[config.mk]
export PLATFORM = sky130hd
export DESIGN_NAME = cacheline_mem_arbiter
export DESIGN_NICKNAME = d
export VERILOG_FILES = /design/src/rtl/cacheline_mem_arbiter.sv
export SDC_FILE = /design/constraint.sdc
export NUM_CORES = 1
export LEC_CHECK = 0
export CAP_MARGIN = 20
export CORE_AREA = 4 4 552 554
export DETAILED_ROUTE_END_ITERATION = 10
export DIE_AREA = 0 0 556 558
export GPL_ROUTABILITY_DRIVEN = 0
export PLACE_DENSITY = 0.3
export REMOVE_ABC_BUFFERS = 1
export SETUP_SLACK_MARGIN = 0.02
export SLEW_MARGIN = 5
export SYNTH_ARGS = -nofsm -noshare
export SYNTH_HDL_FRONTEND = slang
export SYNTH_SLANG_ARGS = --single-unit
[constraint.sdc]
create_clock -name clk -period 2.2 [get_ports clk]
set_input_delay 0.44 -clock clk [delete_from_list [all_inputs] [get_ports clk]]
set_output_delay 0.44 -clock clk [all_outputs]
set_load 0.02 [all_outputs]
[src/rtl/cacheline_mem_arbiter.sv]
// Round-robin arbiter sharing one cacheline memory port between the icache (read-only)
// and the dcache (read / write-back); each grant is held until the memory responds.
module cacheline_mem_arbiter #(
   parameter int ADDR_W = 32,
   parameter int LINE_W = 256
) (
   input  logic              clk,
   input  logic              rst,
   input  logic              i_read,
   input  logic [ADDR_W-1:0] i_address,
   output logic [LINE_W-1:0] i_rdata,
   output logic              i_resp,
   input  logic              d_read,
   input  logic              d_write,
   input  logic [ADDR_W-1:0] d_address,
   input  logic [LINE_W-1:0] d_wdata,
   output logic [LINE_W-1:0] d_rdata,
   output logic              d_resp,
   output logic              m_read,
   output logic              m_write,
   output logic [ADDR_W-1:0] m_address,
   output logic [LINE_W-1:0] m_wdata,
   input  logic [LINE_W-1:0] m_rdata,
   input  logic              m_resp,
   output logic [31:0]       conflict_cnt
);

   typedef enum logic [1:0] {
      IDLE    = 2'd0,
      SERVE_I = 2'd1,
      SERVE_D = 2'd2
   } state_t;

   localparam logic LAST_I = 1'b0;
   localparam logic LAST_D = 1'b1;

   state_t      state_reg, state_next;
   logic        last_served_reg, last_served_next;
   logic [31:0] conflict_cnt_reg;
   logic        conflict;
   logic        i_req, d_req;

   assign i_req = i_read;
   assign d_req = d_read | d_write;

   // Read data is broadcast; only the response pulses are steered.
   assign i_rdata      = m_rdata;
   assign d_rdata      = m_rdata;
   assign conflict_cnt = conflict_cnt_reg;

   always_ff @(posedge clk or posedge rst) begin
      if (rst) begin
         state_reg        <= IDLE;
         last_served_reg  <= LAST_D;
         conflict_cnt_reg <= '0;
      end else begin
         state_reg       <= state_next;
         last_served_reg <= last_served_next;
         if (conflict) begin
            conflict_cnt_reg <= conflict_cnt_reg + 32'd1;
         end
      end
   end

   always_comb begin
      state_next       = state_reg;
      last_served_next = last_served_reg;
      m_read           = 1'b0;
      m_write          = 1'b0;
      m_address        = i_address;
      m_wdata          = d_wdata;
      i_resp           = 1'b0;
      d_resp           = 1'b0;
      conflict         = 1'b0;

      case (state_reg)
         IDLE: begin
            // A stray m_resp here is deliberately ignored.
            if (i_req && d_req) begin
               state_next = (last_served_reg == LAST_D) ? SERVE_I : SERVE_D;
            end else if (i_req) begin
               state_next = SERVE_I;
            end else if (d_req) begin
               state_next = SERVE_D;
            end
         end
         SERVE_I: begin
            m_read    = i_read;
            m_address = i_address;
            conflict  = d_req;
            if (!i_req) begin
               state_next = IDLE;
            end else if (m_resp) begin
               i_resp     = 1'b1;
               state_next = d_req ? SERVE_D : IDLE;
            end
         end
         SERVE_D: begin
            // Write-back wins if both qualifiers are (illegally) raised together.
            m_write   = d_write;
            m_read    = d_read & ~d_write;
            m_address = d_address;
            conflict  = i_req;
            if (!d_req) begin
               state_next = IDLE;
            end else if (m_resp) begin
               d_resp     = 1'b1;
               state_next = i_req ? SERVE_I : IDLE;
            end
         end
         default: begin
            state_next = IDLE;
         end
      endcase

      if (state_next == SERVE_I) begin
         last_served_next = LAST_I;
      end else if (state_next == SERVE_D) begin
         last_served_next = LAST_D;
      end
   end

endmodule

# == After elaboration in Yosys (flattened, before gate mapping) ==
# Index checks and enable logic that the tools add are counted.
# word_totals
reg_bits,35
in_bits,582
out_inout_bits,836
wordCells,36
# classes
n_eq_ne,4
n_reduce_logical,3
bitwise,3
n_mux,22
n_addsub,1
# ops
op,count
"32-bit by 1-bit adder with 32-bit output, second input constant",1
32-bit two-way mux,1
2-bit two-way mux,9
1-bit two-way mux,9
2-bit one-hot mux with 3 select lines,1
"2-bit by 1-bit == test with 1-bit output, second input constant",2
"2-bit == test, second input constant",2
1-bit one-hot mux with 2 select lines,2
2-bit logical NOT,1
2-bit nonzero test,1
1-bit bitwise AND,1
1-bit logical AND,1
1-bit inverter,1
1-bit OR,1

# == Longest topological paths before layout ==
# Gate-level depths: netlist of run 1.
# depth
depth_word,8
depth_mapped,10
ltp_nobuf,9

# == Worst setup path before layout of run 1 ==
# No wires, ideal clock.
# synth_timing
path_type,register to output
from,register state_reg[0]
to,output m_read
t_required_ns,1.760
arrival_ns,1.739
stages_incl_launch_ff,7
setup_slack_ns,0.021
n_path_buf,2
path_cell_list,dfrtp_1 inv_1 ha_1 buf_2 buf_1 nand3b_1 a21boi_0
# synth_between
elab_chain_cells,2
elab_cells_between_ends,3
cone_classes,2 x eq/ne; 1 x mux
# synth_rtl
item,line_no,rtl
from (decl),37,"state_t state_reg, state_next;"
from (signal assigned),57,state_reg <= state_next;
2-bit == test / 2-bit by 1-bit == test with 1-bit output (equally long branches),76,case (state_reg)
1-bit one-hot mux with 2 select lines (*),76,
to (decl),19,"output logic m_read,"
# Every way passes the cells marked *; elsewhere a longest branch is shown, timed or not.

# == Final worst setup path of run 1 ==
# layout_timing
from,register state_reg[1]
to,output m_address[4]
# layout_between
elab_chain_cells,2
# layout_rtl
item,line_no,rtl
2-bit == test,76,
32-bit two-way mux,76,
to (decl),21,"output logic [ADDR_W-1:0] m_address,"
# Every way passes these cells.

==> load_flow_metrics.sql, run 1 <==
INSERT INTO impl_metrics (metric_group, metric, value, unit) VALUES
('power', 'total_power', '4.131', 'mW'),
('worst_hold_path', 'min_to', 'conflict_cnt[31]', ''),
('placed_design', 'post-dp-hpwl', '423800', 'um'),
('floorplanning', 'placement_rows', '201', ''),
('critical_path', 'worstPathRequired', '1.76', 'ns'),
('floorplanning', 'start_util', '0.02647', ''),
('power', 'p_int', '2.553', 'mW'),
('finish', 'fillerInstances', '35563', ''),
('global_routing', 'wire_length_of_the_first_global_routing_pass', '460400', 'um'),
('route', 'met3_length', '136700', 'um'),
('cts', 'clk-insertion-delay-late', '0.29', 'ns'),
('power', 'power.share.switching', '0.3820', ''),
('critical_path', 'worst_path_dominant_cell_family', 'buffers and inverters', ''),
('power', 'clock_power_share', '0.204', ''),
('power', 'power.density_cell_area', '447.4', 'nW/um^2'),
('critical_path', 'critPathSlowestCell', 'dfrtp_2', ''),
('route', 'met2WireLength', '232600', 'um'),
('power', 'pwr-share-seq', '0.192', ''),
('synthesis', 'yosysTopAreaCell', 'buf_4', ''),
('worst_hold_path', 'worstHoldPathCells', '1', ''),
('power', 'vdd.ir_drop.worst', '0.0002705', 'V'),
('worst_hold_path', 'hold_path_class', 'register to register', ''),
('synthesis', 'ys_seq_elements', '35', ''),
('floorplanning', 'dieArea', '310200', 'um^2'),
('cts', 'tritoncts', 'yes', ''),
('global_routing', 'grt_max_degree', '36', ''),
('critical_path', 'cp.arrival', '1.75', 'ns'),
('synthesis', 'synth.yosys.warnings', '0', ''),
('route', 'routedWlPerCell', '103.4', 'um'),
('worst_hold_path', 'hold_path_start', 'conflict_cnt[31]', ''),
('synthesis', 'synth_flop_cell', 'dfrtp_1', ''),
('global_routing', 'grt_overflow_total', '0', ''),
('sta', 'grt_setup_unrepaired', 'true', ''),
('floorplanning', 'io-pin-count', '1418', ''),
('finish', 'layout_cells_sized_above_1', '0.4015', ''),
('critical_path', 'rr_startpoint', 'state_reg[1]', ''),
('sta', 'finalHoldViolCount', '0', ''),
('route', 'vias', '6462', ''),
('critical_path', 'critPathBufInv', '4', ''),
('finish', 'layoutNonFillerInstCount', '4350', ''),
('route', 'antenna_violating_nets_post_route', '0', ''),
('cts', 'clkSlewWorstSetupHoldPaths', '0.06', 'ns'),
('route', 'dr.first_iter.drc_count', '998', ''),
('run_status', 'status', 'complete, no violations', ''),
('synthesis', 'syn-instance-count', '975', ''),
('critical_path', 'critPathLaunchType', 'register', ''),
('sta', 'achievable-frequency', '455.9', 'MHz'),
('sta', 'tightest_slew', '0.5260', 'ns'),
('finish', 'largest_register_ff_count', '32', ''),
('synthesis', 'post_synth_most_frequent_cells', 'buf_4, dfrtp_1, mux2_2', ''),
('sta', 'report.final.setup_viol', '0', ''),
('global_routing', 'grt.total_usage', '0.2794', ''),
('power', 'switching_power', '1.578', 'mW'),
('route', 'drcViolationCount', '0', ''),
('critical_path', 'crit_fanout', '6', ''),
('route', 'drt_pre_antenna_iters', '4', ''),
('critical_path', 'timing_worst_setup_path_type', 'register to output port', ''),
('cts', 'ctsHoldBuffers', '0', ''),
('run', 'cap_viol_max_count', '0', ''),
('floorplanning', 'die-width', '556', 'um'),
('sta', 'timing.slew.headroom', '0.6493', ''),
('sta', 'period_utilization', '0.9971', ''),
('placed_design', 'placed_cell_area', '8723', 'um^2'),
('cts', 'clockBufferDepth', '2', ''),
('global_routing', 'grt_antenna_before_repair', '22', ''),
('placed_design', 'placedCellCount', '4329', ''),
('critical_path', 'r2r.worst_path.cells', '11', ''),
('cts', 'cts.sink_count', '35', ''),
('sta', 'final_critical_period', '2.194', 'ns'),
('synthesis', 'synthesis.area_per_instance', '8.132', 'um^2'),
('route', 'wl_met1', '26720', 'um');
-- layer usage --
layer | GRT usage | vias up
met3 | 0.4067 | 434
met2 | 0.5166 | 2733
li1 | - | 1095
met5 | 0.1269 | -
met4 | 0.2351 | 40
met1 | 0.04302 | 2160
-- cell families after synthesis --
family                     share of synthesized area
xor gates and xnor gates                     0.03424
buffers and inverters                         0.7341
AOI/OAI and AO/OA                            0.01010
DFF                                           0.1106
adders and majority gates                   0.009468
and+or+nand+nor                              0.05334
muxes                                        0.04813
-- worst register-to-register path: stages (launching register included) --
cell and delay [ns]:
dfrtp_2 0.44, ha_4 0.20, buf_12 0.14, buf_8 0.13, o21a_1 0.12, buf_6 0.12, a21oi_2 0.11, nor3_2 0.05
a31oi_1 0.19, a21oi_2 0.10, ha_1 0.30, mux2i_1 0.18
-- cell type report --
| cell class | instances | area [um^2] | area share |
|---|---|---|---|
| Multi-Input combinational cell | 159 | 1383 | 0.1497 |
| Timing Repair Buffer | 180 | 1815 | 0.1966 |
| Tap cell | 3958 | 4952 | 0.5363 |
| Inverter | 9 | 33.78 | 0.003659 |
| Sequential cell | 35 | 878.3 | 0.09512 |
| Antenna cell | 1 | 2.502 | 0.0002710 |
| Clock inverter | 3 | 43.79 | 0.004743 |
| Clock buffer | 5 | 125.1 | 0.01355 |
-- cell usage in the layout (no fill, tap or decap), types with 2 or more instances in the layout --
cell type,count
a21oi_2,2
and2_1,2
and3_1,3
buf_12,6
buf_2,3
buf_4,43
buf_6,35
buf_8,5
clkbuf_16,5
clkbuf_2,2
clkdlybuf4s50_1,85
dfrtp_1,33
ha_1,5
inv_1,8
mux2_2,9
mux2_4,24
nand2_1,18
nand3_1,11
nand3_2,2
nand4_1,8
nor2_1,8
nor3_1,7
nor3_2,4
nor4_1,2
nor4_4,2
o21ai_0,2
xnor2_1,17
xor2_1,14
-- per-stage QoR --
step / utilization / setup TNS [ns] / setup WS, ns
detailed placement: 0.02912 / -3.920 / -0.2082
global route: 0.03083 / -0.3249 / -0.05260
finish: 0.03083 / 0 / 0.006306
CTS: 0.02983 / -0.1528 / -0.03920
global placement: 0.02912 / -4.511 / -0.2637
floorplan: - / -12.11 / -0.4178
-- power by group through the flow --
stage | logic (mW) | registers, mW | clock network (mW)
3_3_place_gp | 2.13 | 0.795 | 0
4_1_cts | 2.25 | 0.791 | 0.867
3_5_place_dp | 2.11 | 0.795 | 0
6_report | 2.50 | 0.791 | 0.842
2_1_floorplan | 0.814 | 0.825 | 0
5_1_grt | 2.65 | 0.802 | 0.885
-- timing repair --
| action | CTS | global route |
|---|---|---|
| pin swaps | 1 | 4 |
| endpoints found under the setup margin | 37 | 38 |
| buffers inserted | 7 | 3 |
| cloned | 1 | 1 |
| resized for setup | 154 | 94 |
-- worst max-delay path by stage --
stage                       endpoint  cells after the start  slack [ns]    startpoint
global placement     last_served_reg                     10       -0.26        d_read
global route            m_address[4]                      7       -0.05  state_reg[0]
finish                  m_address[4]                      6       0.006  state_reg[1]
detailed placement            d_resp                      5       -0.21        d_read
floorplan           conflict_cnt[24]                      7       -0.42  state_reg[0]
CTS                     m_address[9]                      7       -0.04  state_reg[0]
(Power assumes the default switching activity.)
==> inputs of run 2 (changes only) <==
GPL_ROUTABILITY_DRIVEN = unset   (was 0)
==> run 2 against run 1 <==
  * The run now ends with setup timing left
  * Worst hold slack improved by 0.0077 ns
  * Highest routed layer unchanged
  * Die area did not move
  * Clock power down 11%
  * Combinational power down 3%
  * Global-route usage about the same
  * Maximum frequency fell by 1.1%
  * Critical path depth unchanged
  * Sequential share of layout area increased by 0.081 points
==> load_flow_metrics.sql, run 2 (synthesized netlist as in run 1, its figures left out) <==
INSERT INTO impl_metrics (metric_group, metric, value, unit) VALUES
('floorplanning', 'dieArea', '310200', 'um^2'),
('placed_design', 'post-dp-hpwl', '423700', 'um'),
('placed_design', 'routabilityCongestion', '1.236', ''),
('critical_path', 'end_kind', 'output port', ''),
('cts', 'clockBufferDepth', '2', ''),
('sta', 'period_utilization', '1.008', ''),
('floorplanning', 'placement_rows', '201', ''),
('global_routing', 'grt_overflow_total', '0', ''),
('finish', 'final_cell_area', '9143', 'um^2'),
('critical_path', 'startpoint', 'state_reg[1]', ''),
('critical_path', 'critical_path.reg2reg.endpoint', 'conflict_cnt[30]', ''),
('global_routing', 'grt_antenna_before_repair', '22', ''),
('global_routing', 'first_global_vias', '4476', ''),
('global_routing', 'grt_max_degree', '36', ''),
('finish', 'largest_register_ff_count', '32', ''),
('route', 'vias_per_cell', '1.502', ''),
('route', 'antenna_violating_nets_post_route', '0', ''),
('placed_design', 'placedCellCount', '4331', ''),
('sta', 'final_critical_period', '2.218', 'ns'),
('floorplanning', 'die-width', '556', 'um'),
('sta', 'finalHoldViolCount', '0', ''),
('run_status', 'status', 'finished with violations', ''),
('finish', 'mostFrequentLayoutCells', 'clkdlybuf4s50_1, buf_4, dfrtp_1', ''),
('run', 'cap_viol_max_count', '0', ''),
('critical_path', 'critPathLaunchType', 'register', ''),
('route', 'routedWlPerCell', '103.4', 'um'),
('critical_path', 'r2r.worst_path.cells', '10', ''),
('placed_design', 'dp_slack', '-0.2001', 'ns'),
('finish', 'layoutNonFillerInstCount', '4352', ''),
('route', 'drcViolationCount', '0', ''),
('sta', 'achievable-frequency', '450.9', 'MHz'),
('power', 'vdd.ir_drop.worst', '0.0002397', 'V'),
('sta', 'clock_skew', '0.01031', 'ns'),
('power', 'power.static_leakage', '1.976', 'nW'),
('worst_hold_path', 'hold_path_class', 'register to register', ''),
('critical_path', 'cp.arrival', '1.78', 'ns'),
('route', 'drt_wl_total', '449800', 'um'),
('critical_path', 'rr_startpoint', 'state_reg[1]', ''),
('global_routing', 'grt.total_usage', '0.2793', ''),
('route', 'dr.first_iter.drc_count', '915', ''),
('run_status', 'failed_checks', 'setup timing', ''),
('sta', 'fin_hold_ws', '0.4898', 'ns'),
('critical_path', 'cp-endpoint', 'm_address[30]', ''),
('sta', 'report.final.setup_viol', '9', ''),
('finish', 'leading_cell_type_in_the_layout_fill_and_taps_excluded', 'clkdlybuf4s50_1', ''),
('critical_path', 'worstPathRequired', '1.76', 'ns'),
('cts', 'numCtsBuffers', '5', ''),
('cts', 'clk-insertion-delay-late', '0.30', 'ns'),
('floorplanning', 'start_util', '0.02647', ''),
('global_routing', 'wire_length_of_the_first_global_routing_pass', '460400', 'um'),
('sta', 'setup_ws', '-0.01778', 'ns'),
('sta', 'slew_violations', '0', ''),
('worst_hold_path', 'hold_path_start', 'conflict_cnt[31]', ''),
('sta', 'tightest_slew', '0.5331', 'ns'),
('critical_path', 'crit_fanout', '4', ''),
('finish', 'design.final.nets', '980', ''),
('cts', 'tritoncts', 'yes', ''),
('sta', 'fin_tns_setup', '-0.09202', 'ns'),
('floorplanning', 'io-pin-count', '1418', ''),
('cts', 'clkSlewWorstSetupHoldPaths', '0.06', 'ns'),
('finish', 'areaGrowthSynthToFinish', '15.31', '%'),
('critical_path', 'worst_setup_slack_for_register_to_register_paths', '0.10', 'ns'),
('placed_design', 'placed_cell_area', '8738', 'um^2'),
('route', 'drt_pre_antenna_iters', '5', ''),
('power', 'power.density_cell_area', '433.8', 'nW/um^2'),
('finish', 'fillerInstances', '35569', ''),
('floorplanning', 'die_h', '558', 'um'),
('critical_path', 'timing_worst_setup_path_type', 'register to output port', ''),
('floorplanning', 'core_area', '299500', 'um^2'),
('sta', 'grt_setup_unrepaired', 'true', ''),
('placed_design', 'portBuffers', '137', ''),
('finish', 'layout_cells_sized_above_1', '0.4020', ''),
('route', 'vias', '6538', ''),
('cts', 'clockRootBuffer', 'clkbuf_16', ''),
('sta', 'timing.slew.headroom', '0.6446', ''),
('cts', 'cts_max_level', '2', ''),
('cts', 'cts.sink_count', '35', '');
[run 2: changes by cell type in the layout (fill, tap and decap cells not counted), sizes merged]
cell	delta
clkinv	-1
clkdlybuf4s15	+1
buf	+2
clkbuf	+1
bufinv	-1
[run 2: area by class of cell]
type,instances,area [um^2],share of cell area
Timing Repair Buffer,182,1773,0.1939
Inverter,9,33.78,0.003695
Clock inverter,1,8.758,0.0009580
Multi-Input combinational cell,159,1353,0.1479
Sequential cell,35,877.1,0.09594
Tap cell,3958,4952,0.5417
Antenna cell,1,2.502,0.0002737
Clock buffer,7,142.6,0.01560
[run 2: worst max-delay path: stages, from the launching register on]
cell and delay, ns:
dfrtp_1 0.42, ha_4 0.21, buf_12 0.13, buf_12 0.13, buf_8 0.12, mux2_4 0.31, buf_12 0.14
[run 2: worst min path at each step]
stage / endpoint / slack (ns) / cells after the start
floorplan: last_served_reg / 0.45 / 2
global placement: conflict_cnt[31] / 0.46 / 1
detailed placement: last_served_reg / 0.48 / 2
CTS: conflict_cnt[31] / 0.49 / 1
global route: last_served_reg / 0.50 / 2
finish: conflict_cnt[31] / 0.49 / 1
[run 2: power breakdown]
| part | switching (mW) | total, mW | internal (mW) | leakage [nW] |
|---|---|---|---|---|
| Clock | 0.293 | 0.747 | 0.453 | 0.0741 |
| Sequential | 0.0770 | 0.786 | 0.709 | 0.466 |
| Combinational | 1.18 | 2.43 | 1.26 | 1.44 |
[run 2: metal layers]
| metal | GRT usage | wire (um) | vias up |
|---|---|---|---|
| met2 | 0.5139 | 231600 | 2765 |
| met1 | 0.04330 | 26410 | 2219 |
| li1 | - | - | 1097 |
| met4 | 0.2410 | 49290 | 52 |
| met3 | 0.4067 | 136900 | 405 |
| met5 | 0.1203 | 5692 | - |
[run 2: through the flow]
| stage | util | power [mW] |
|---|---|---|
| after floorplan | - | 1.639 |
| after detailed placement | 0.02917 | 2.920 |
| final | 0.03052 | 3.966 |
| after global placement | 0.02917 | 2.944 |
| after global routing | 0.03052 | 4.199 |
| after CTS | 0.02995 | 3.880 |
[run 2: repair_timing]
| action | 4_1_cts | 5_1_grt |
|---|---|---|
| pin swaps | 1 | 3 |
| resized for setup | 164 | 49 |
| cloned | 1 | 1 |
| hold buffers | 0 | 0 |
| buffers inserted | 8 | 2 |
| endpoints found under the setup margin | 36 | 48 |
==> inputs of run 3 (changes only) <==
clock period = 2.3 ns   (was 2.2 ns; I/O delays follow)
==> run 3 against run 2 <==
  * The flow now finishes without violations
  * Via count shrank 6.5%
  * Count of clock-buffer cells in the layout shrank 1
  * Register-to-register slack gained 0.08 ns
  * Cell count shrank 0.23%
  * Clock skew shrank 0.0047 ns
  * Power shrank 9.4%
  * Sequential power shrank 4.2%
  * Critical path depth is the same
  * First-iteration DRC count shrank 4.7%
  * Worst setup slack gained 0.11 ns
  * Largest power group unchanged
==> load_flow_metrics.sql, run 3 (synthesized netlist as in run 1, its figures left out) <==
INSERT INTO impl_metrics (metric_group, metric, value, unit) VALUES
('route', 'routedWlPerCell', '103.4', 'um'),
('floorplanning', 'die_h', '558', 'um'),
('critical_path', 'critical_path_cell_by_cell', 'inv_2 -> ha_4 -> buf_12 -> buf_12 -> mux2_2 -> clkbuf_2', ''),
('cts', 'clkSlewWorstSetupHoldPaths', '0.06', 'ns'),
('power', 'clock_power_share', '0.231', ''),
('finish', 'leading_cell_type_in_the_layout_fill_and_taps_excluded', 'clkdlybuf4s50_1', ''),
('route', 'dr.first_iter.drc_count', '872', ''),
('power', 'switching_power', '1.411', 'mW'),
('critical_path', 'worst_setup_slack_for_register_to_register_paths', '0.18', 'ns'),
('cts', 'clockRootBuffer', 'clkbuf_16', ''),
('critical_path', 'worstPathRequired', '1.84', 'ns'),
('route', 'vias', '6114', ''),
('power', 'pwr-share-seq', '0.210', ''),
('power', 'vdd.ir_drop.worst', '0.0002142', 'V'),
('critical_path', 'critical_path.reg2reg.endpoint', 'last_served_reg', ''),
('route', 'topRoutingLayerUsed', 'met5', ''),
('sta', 'period_utilization', '0.9609', ''),
('critical_path', 'slowest_stage_delay_on_critical_path', '0.39', 'ns'),
('finish', 'design.final.nets', '968', ''),
('critical_path', 'critical-path-top-cell-by-count', 'buf_12', ''),
('sta', 'clock_skew', '0.005623', 'ns'),
('worst_hold_path', 'worstHoldPathCells', '1', ''),
('sta', 'report.final.setup_viol', '0', ''),
('route', 'drcViolationCount', '0', ''),
('route', 'wl_met1', '31190', 'um'),
('sta', 'finalHoldViolCount', '0', ''),
('critical_path', 'timing_worst_setup_path_type', 'register to output port', ''),
('floorplanning', 'start_util', '0.02647', ''),
('route', 'met3_length', '132200', 'um'),
('cts', 'clockBufferDepth', '2', ''),
('critical_path', 'end_kind', 'output port', ''),
('cts', 'tritoncts', 'yes', ''),
('finish', 'layoutNonFillerInstCount', '4342', ''),
('cts', 'numCtsBuffers', '5', ''),
('critical_path', 'critPathSlowestCell', 'dfrtp_1', ''),
('global_routing', 'first_global_vias', '4447', ''),
('global_routing', 'grt_max_degree', '36', ''),
('critical_path', 'r2r.worst_path.cells', '10', ''),
('route', 'vias_per_cell', '1.408', ''),
('global_routing', 'grt.total_usage', '0.2792', ''),
('sta', 'fin_tns_setup', '0', 'ns'),
('placed_design', 'portBuffers', '137', ''),
('cts', 'clk-insertion-delay-late', '0.29', 'ns'),
('global_routing', 'wire_length_of_the_first_global_routing_pass', '460400', 'um'),
('sta', 'achievable-frequency', '452.5', 'MHz'),
('floorplanning', 'die-width', '556', 'um'),
('sta', 'grt_setup_unrepaired', 'false', ''),
('worst_hold_path', 'hold_path_class', 'register to register', ''),
('worst_hold_path', 'min_to', 'conflict_cnt[31]', ''),
('floorplanning', 'io-pin-count', '1418', ''),
('power', 'p_int', '2.182', 'mW'),
('power', 'power.static_leakage', '1.848', 'nW'),
('critical_path', 'crit_fanout', '3', ''),
('route', 'met2WireLength', '232600', 'um'),
('route', 'drt_wl_total', '449100', 'um'),
('worst_hold_path', 'hold_path_start', 'conflict_cnt[31]', ''),
('sta', 'slew_violations', '0', ''),
('power', 'power.density_cell_area', '402.9', 'nW/um^2'),
('critical_path', 'critPathLaunchType', 'register', ''),
('critical_path', 'cp.arrival', '1.75', 'ns'),
('finish', 'areaGrowthSynthToFinish', '12.48', '%'),
('placed_design', 'placedCellCount', '4325', ''),
('sta', 'tightest_slew', '0.5315', 'ns'),
('finish', 'mostFrequentLayoutCells', 'clkdlybuf4s50_1, buf_4, dfrtp_1', ''),
('global_routing', 'grt_antenna_before_repair', '24', ''),
('critical_path', 'rr_startpoint', 'state_reg[0]', ''),
('route', 'antenna_violating_nets_post_route', '0', ''),
('finish', 'layout_cells_sized_above_1', '0.3648', ''),
('global_routing', 'grt_overflow_total', '0', ''),
('sta', 'fin_hold_ws', '0.4726', 'ns'),
('run_status', 'status', 'complete, no violations', ''),
('placed_design', 'routabilityCongestion', '1.236', ''),
('finish', 'largest_register_ff_count', '32', ''),
('run', 'cap_viol_max_count', '0', ''),
('power', 'combPwrFrac', '0.560', ''),
('floorplanning', 'core_area', '299500', 'um^2'),
('route', 'drt_pre_antenna_iters', '4', ''),
('sta', 'timing.slew.headroom', '0.6457', ''),
('cts', 'cts.sink_count', '35', ''),
('cts', 'cts_max_level', '2', ''),
('power', 'power.share.switching', '0.3928', ''),
('floorplanning', 'dieArea', '310200', 'um^2'),
('placed_design', 'post-dp-hpwl', '423700', 'um'),
('sta', 'final_critical_period', '2.210', 'ns'),
('floorplanning', 'placement_rows', '201', '');
## run 3: per-layer routing
layer,vias up,GRT usage
met1,2111,0.04611
met3,392,0.4018
met5,-,0.1221
met2,2498,0.5190
met4,39,0.2296
li1,1074,-
## run 3: what timing repair did
item	CTS	global route
endpoints found under the hold margin	0	0
buffers inserted	3	2
cloned	1	0
endpoints found under the setup margin	36	14
hold buffers	0	0
pin swaps	0	2
resized for setup	112	17
## run 3: critical path, delay by kind of cell, from the launching register on
kind	cells	cell delay (ns)
adders and majority gates	1	0.20
buffers and inverters	4	0.53
DFF	1	0.39
muxes	1	0.33
## run 3: worst max-delay path by stage
stage	slack, ns	cells after the start	startpoint	end
floorplan	-0.32	7	state_reg[0]	conflict_cnt[24]
global placement	-0.18	4	d_write	m_read
detailed placement	-0.17	4	d_write	m_read
CTS	0.00009	5	state_reg[0]	m_address[0]
global route	0.02	6	state_reg[0]	m_address[20]
finish	0.09	6	state_reg[0]	m_address[5]
## run 3: power by group through the flow
stage               Sequential [mW]  Combinational (mW)  Clock (mW)
global route                  0.761                2.15       0.860
global placement              0.760                1.99           0
detailed placement            0.757                1.98           0
floorplan                     0.789               0.778           0
finish                        0.753                2.01       0.829
CTS                           0.753                2.04       0.843
## run 3: area by class of cell
type / count / area, um^2
Fill cell: 35607 / 290600
Antenna cell: 3 / 7.507
Tap cell: 3958 / 4952
Multi-Input combinational cell: 158 / 1259
Timing Repair Buffer: 171 / 1615
Sequential cell: 35 / 877.1
Clock buffer: 6 / 138.9
Inverter: 9 / 33.78
Clock inverter: 2 / 35.03
## run 3: through the flow
| stage | worst slack, ns | util | instance area, um^2 | total power [mW] |
|---|---|---|---|---|
| 2_1_floorplan | -0.3178 | - | 2142 | 1.568 |
| 3_3_place_gp | -0.1826 | 0.02902 | 8693 | 2.749 |
| 3_5_place_dp | -0.1650 | 0.02902 | 8693 | 2.737 |
| 4_1_cts | 0.00008915 | 0.02970 | 8895 | 3.635 |
| 5_1_grt | 0.02213 | 0.02977 | 8916 | 3.767 |
| 6_report | 0.08991 | 0.02978 | 8919 | 3.593 |
